<file path="src/rtl/led_pattern_seq_if.sv">
// Mode/divisor inputs and LED/status outputs of the LED pattern sequencer.
// The master side drives the selectors; the slave side is the sequencer.
interface led_pattern_seq_if #(
  parameter int N_LED = 8,
  parameter int DIV_W = 24,
  parameter int CNT_W = 4
);
  logic [2:0]       mode;
  logic [DIV_W-1:0] div;
  logic [CNT_W-1:0] blink_limit;
  logic [N_LED-1:0] led;
  logic             tick;
  logic             done;

  modport master (
    output mode, div, blink_limit,
    input  led, tick, done
  );

  modport slave (
    input  mode, div, blink_limit,
    output led, tick, done
  );
endinterface

</file>
<file path="src/rtl/led_pattern_seq.sv">
// N-LED pattern sequencer: step prescaler, timed pulse with completion flag,
// sweep/fill/converge/hazard/static patterns; a mode change restarts from blank.
module led_pattern_seq #(
  parameter int               N_LED      = 8,
  parameter int               DIV_W      = 24,
  parameter int               CNT_W      = 4,
  parameter logic [N_LED-1:0] BLINK_PAT  = '1,
  parameter logic [N_LED-1:0] STATIC_PAT = N_LED'(8'b10100101)
) (
  input logic              clk,
  input logic              rst_n,
  led_pattern_seq_if.slave bus
);
  localparam int H     = N_LED / 2;
  localparam int IDX_W = $clog2(H + 1);

  logic [2:0]       mode_q;
  logic [DIV_W-1:0] presc;
  logic [IDX_W-1:0] idx;
  logic [CNT_W-1:0] bcnt;
  logic [N_LED-1:0] led_p0;
  logic             tick_p0;
  logic             done_p0;
  logic [IDX_W-1:0] idx_nxt;
  int               k;

  assign idx_nxt = (idx == IDX_W'(H)) ? '0 : idx + 1'b1;
  assign k       = int'(idx_nxt);

  // Each pattern is blank at position 0 so every cycle begins with all LEDs off.
  function automatic logic [N_LED-1:0] sweep_r(input int p);
    logic [N_LED-1:0] r;
    for (int b = 0; b < N_LED; b++) r[b] = (p != 0) && (b == H - p);
    return r;
  endfunction

  function automatic logic [N_LED-1:0] sweep_l(input int p);
    logic [N_LED-1:0] r;
    for (int b = 0; b < N_LED; b++) r[b] = (p != 0) && (b == H - 1 + p);
    return r;
  endfunction

  function automatic logic [N_LED-1:0] fill_r(input int p);
    logic [N_LED-1:0] r;
    for (int b = 0; b < N_LED; b++) r[b] = (p != 0) && (b >= H - p) && (b < H);
    return r;
  endfunction

  function automatic logic [N_LED-1:0] converge(input int p);
    logic [N_LED-1:0] r;
    for (int b = 0; b < N_LED; b++) r[b] = (p != 0) && ((b == p - 1) || (b == N_LED - p));
    return r;
  endfunction

  // Stage p0: mode tracking, prescaler and pattern registers
  always_ff @(posedge clk) begin
    if (!rst_n) begin
      mode_q  <= '0;
      presc   <= '0;
      idx     <= '0;
      bcnt    <= '0;
      led_p0  <= '0;
      tick_p0 <= 1'b0;
      done_p0 <= 1'b0;
    end else if (bus.mode != mode_q) begin
      mode_q  <= bus.mode;
      presc   <= '0;
      idx     <= '0;
      bcnt    <= '0;
      led_p0  <= '0;
      tick_p0 <= 1'b0;
      done_p0 <= 1'b0;
    end else if (presc >= bus.div) begin
      // >= rather than == so a lowered div steps immediately instead of wrapping
      presc   <= '0;
      tick_p0 <= 1'b1;
      case (mode_q)
        3'b000: led_p0 <= '0;
        3'b001: begin
          if (bcnt < bus.blink_limit) begin
            led_p0 <= BLINK_PAT;
            bcnt   <= bcnt + 1'b1;
          end else begin
            led_p0  <= '0;
            done_p0 <= 1'b1;
          end
        end
        3'b010: begin
          idx    <= idx_nxt;
          led_p0 <= sweep_r(k);
        end
        3'b011: begin
          idx    <= idx_nxt;
          led_p0 <= sweep_l(k);
        end
        3'b100: led_p0 <= (led_p0 == BLINK_PAT) ? '0 : BLINK_PAT;
        3'b101: begin
          idx    <= idx_nxt;
          led_p0 <= fill_r(k);
        end
        3'b110: begin
          idx    <= idx_nxt;
          led_p0 <= converge(k);
        end
        3'b111: led_p0 <= STATIC_PAT;
      endcase
    end else begin
      presc   <= presc + 1'b1;
      tick_p0 <= 1'b0;
    end
  end

  assign bus.led  = led_p0;
  assign bus.tick = tick_p0;
  assign bus.done = done_p0;
endmodule

</file>
<file path="src/flat_wrapper.sv">
// flat-port wrapper written by rule: the top's interface ports become plain ports
module led_pattern_seq_flat 
#(
  parameter int               N_LED      = 8,
  parameter int               DIV_W      = 24,
  parameter int               CNT_W      = 4,
  parameter logic [N_LED-1:0] BLINK_PAT  = '1,
  parameter logic [N_LED-1:0] STATIC_PAT = N_LED'(8'b10100101)
)
  (clk, rst_n, bus_mode, bus_div, bus_blink_limit, bus_led, bus_tick, bus_done);
  led_pattern_seq_if #(.N_LED(N_LED), .DIV_W(DIV_W), .CNT_W(CNT_W)) bus_i ();
  input logic clk;
  input logic rst_n;
  input wire logic [$bits(bus_i.mode)-1:0] bus_mode;
  input wire logic [$bits(bus_i.div)-1:0] bus_div;
  input wire logic [$bits(bus_i.blink_limit)-1:0] bus_blink_limit;
  output wire logic [$bits(bus_i.led)-1:0] bus_led;
  output wire logic [$bits(bus_i.tick)-1:0] bus_tick;
  output wire logic [$bits(bus_i.done)-1:0] bus_done;
  assign bus_i.mode = bus_mode;
  assign bus_i.div = bus_div;
  assign bus_i.blink_limit = bus_blink_limit;
  assign bus_led = bus_i.led;
  assign bus_tick = bus_i.tick;
  assign bus_done = bus_i.done;
  led_pattern_seq #(.N_LED(N_LED), .DIV_W(DIV_W), .CNT_W(CNT_W), .BLINK_PAT(BLINK_PAT), .STATIC_PAT(STATIC_PAT)) u_core (.clk(clk), .rst_n(rst_n), .bus(bus_i));
endmodule
</file>
<file path="config.mk">
export PLATFORM = sky130hd
export DESIGN_NAME = led_pattern_seq_flat
export DESIGN_NICKNAME = d
export VERILOG_FILES = /design/src/rtl/led_pattern_seq_if.sv /design/src/rtl/led_pattern_seq.sv /design/src/flat_wrapper.sv
export SDC_FILE = /design/constraint.sdc
export NUM_CORES = 1
export LEC_CHECK = 0
export CORE_MARGIN = 3
export CORE_UTILIZATION = 28
export DETAILED_ROUTE_END_ITERATION = 7
export PLACE_DENSITY = 0.44
export SYNTH_ARGS = -nofsm -noshare
export SYNTH_HDL_FRONTEND = slang
export SYNTH_SLANG_ARGS = --single-unit
</file>
<file path="constraint.sdc">
create_clock -name clk -period 3.6 [get_ports clk]
set_clock_uncertainty 0.2 [all_clocks]
set_input_delay 0.72 -clock clk [delete_from_list [all_inputs] [get_ports clk]]
set_output_delay 0.72 -clock clk [all_outputs]
set_load 0.1 [all_outputs]
</file>
==> results.toml <==
[outcome]
outcome = "finished, final reports clean"

[setup_path]
worstSetupStartpointType = "register"
worstReg2RegStart = "u_core.idx[1]"
end_kind = "register"
crit_arrival_ps = 3200
path_max_fanout = 15
worstSetupPathType = "register to register"
cp.required_ps = 3600
crit_start = "u_core.idx[1]"

[synth]
synthMuxAreaShare_pct = 1.202
ys.flop_type = "dfxtp_1"
ys_ff_latch = 44
yosysTopAreaCell = "dfxtp_1"
ys_top_cells_by_area = "dfxtp_1, ha_1, nor2_1"
synthAdderAreaFrac_pct = 15.03
ys_types = 60
avgSynthCellArea_um2 = 8.204
synth_top_family_by_area = "simple AND/OR/NAND/NOR gates"
yosys_warnings = 0
synth_top_area_share_pct = 26.45
yosysSeqAreaShare_pct = 26.45
syn_inst = 406
syn-num-nets = 479
yosys.area_share.xor_xnor_pct = 6.574
synth_edf_count = 0
synth_compound_area_share_pct = 18.18
post_synth_instance_area_mm2 = 0.003331
synth_async_sr_flop_share_pct = 0
synth-simple-area-share_pct = 24.23

[pwr]
p_total_w = 0.001050
leakagePower_nw = 1.653
irDropWorstVdd_mv = 0.2089
power.density_mw_per_mm2 = 260.8

[routing]
wire_per_inst_um = 13.13
top_layer_used = "met4"
wl_met3_um = 219
viasPerCell = 4.891
wl_met2_mm = 3.558
drc = 0
drt_pass1_iterations = 4
first_iter_violations = 83
ant_nets = 0
m1WireLength_mm = 3.932
drt-total-wl_mm = 7.801
vias = 2905

[floorplanning]
num_rows = 39
floorplan.initialDensity_pct = 28.92
die_area_mm2 = 0.01324
coreArea_mm2 = 0.01152
die_h_um = 115.1
pin_count = 43
die_x_um = 115.1

[clock_network]
cts_setup_buffers = 0
clk-insertion-delay-late_ps = 280
clk_pin_slew_ps = 60
ctsHtreeMaxLevel = 2
tritoncts = "yes"
cts_buffers = 5
clock_sinks = 44
ctsHoldBuffers = 0
cts.repair.resized = 0
cts_root_buf = "clkbuf_16"
cts.path.max_buffers = 2

[sta]
tns_ps = 0
fin_ws_ps = 401.6
hold_violations = 0
fin_crit_sh_pct = 88.84
min_period_ps = 3198
clock.fmax_mhz = 312.7
setup_violations = 0
slew_headroom_pct = 57.87
tightest_slew_ps = 632.0
drv_slew = 0
rsz0062_at_grt = "false"

[placement]
gp_congestion = 0.8582
place_hpwl_mm = 6.140
pre_cts_ws_ps = 112.1
place_inst = 586
io_buffers = 42
dpl-instance-area_mm2 = 0.003881

[cells_and_area]
layout.cells.non_filler = 594
drive_gt1_share_pct = 10.64
final_area_mm2 = 0.004028
nets = 523
syn_to_final_growth_pct = 20.92
num_antenna_cells = 0

[global_routing]
grt_first_pass_wirelength_mm = 13.02
grt_start_max_net_pins = 29
grt_pass1_vias = 2728
overflow = 0
antenna_found_initial = 0
grtUsageTotal_pct = 12.04

[job]
max-cap-violations = 0

[worst_hold_path]
hold_class = "register to register"
hp-start = "u_core.presc[0]"
## worst paths after layout
kind / endpoint / slack, ps / depth (start not counted)
setup / recovery: u_core.bus.led[4] / 400 / 11
hold reg to reg: u_core.presc[0] / 260 / 1
setup reg to reg: u_core.bus.led[4] / 400 / 11
hold / removal: u_core.presc[0] / 260 / 1
## placed cells by master, fill, tap and decap left out, types with 11 or more instances in the layout
master,n
nand3_1,14
nor2_1,46
ha_1,40
a21oi_1,18
nand2_1,30
inv_1,39
xnor2_1,17
clkdlybuf4s50_1,32
o21ai_0,12
dfxtp_1,44
buf_4,19
nand4_1,11
## registers in the layout (all words and copies together), names as in the netlist
register	cells
u_core.bus.done	1
u_core.bcnt	4
u_core.mode_q	3
u_core.bus.led	8
u_core.presc	24
u_core.idx	3
u_core.bus.tick	1
## worst max-delay path: stages, from the launching register on
cell       delay, ps
dfxtp_1          380
inv_1            110
ha_1             230
a21o_2           270
ha_1             210
ha_1             470
nor3_2           280
nand2b_1          80
a2111oi_0        440
buf_4            200
o31ai_1           60
o21ai_0          180
## power breakdown
group / switching [W] / total [W] / internal, W / leakage (nW)
logic: 0.0000480 / 0.000107 / 0.0000586 / 1.23
registers: 0.00000745 / 0.000497 / 0.000489 / 0.355
clock network: 0.000188 / 0.000447 / 0.000259 / 0.0681
## routing by layer
layer | track usage [%] | up-vias
li1 | - | 1524
met1 | 17.12 | 1323
met2 | 19.21 | 51
met3 | 1.842 | 7
met4 | 2.739 | 0
met5 | 0 | -
## synth_stat cells (3+ instances only)
cell       number
nand2b_1        6
nor3b_1         4
dfxtp_1        44
a2111oi_0       3
nor2_1         46
buf_6           6
nand3_1        14
nor3_1          8
ha_1           40
inv_1          39
a211oi_2        5
a21oi_1        18
and3_1          9
a31oi_1         4
nor4_1          5
o21ai_0        12
o211ai_1        4
a32oi_1         3
and2_1          4
nand2_1        30
a41o_1          4
mux2i_1         4
nand4_1        11
buf_2           5
a211oi_1        6
xnor2_1        17
xor2_1          8
## cell type report
| cell class | count | area (um2) |
|---|---|---|
| Clock buffer | 7 | 132.6 |
| Multi-Input combinational cell | 307 | 2177 |
| Sequential cell | 44 | 880.8 |
| Timing Repair Buffer | 53 | 503.0 |
| Fill cell | 1243 | 7488 |
| Tap cell | 143 | 178.9 |
| Inverter | 39 | 146.4 |
| Clock inverter | 1 | 8.758 |
## per-stage QoR
stage | utilization, % | hold WS [ps]
finish | 34.97 | 262.5
global route | 34.97 | 317.6
CTS | 34.93 | 271.8
detailed placement | 33.70 | 255.9
global placement | 33.70 | 248.8
floorplan | - | 229.7
## logic make-up (layout without fill, tap and decap cells)
group           Yosys count  in the layout
simple gates            157            157
compound gates           81             81
buf+inv                  55            100
flops                    44             44
fa+ha+maj                40             40
xor+xnor                 25             25
mux                       4              4
Power figures use the tool's default switching activity.
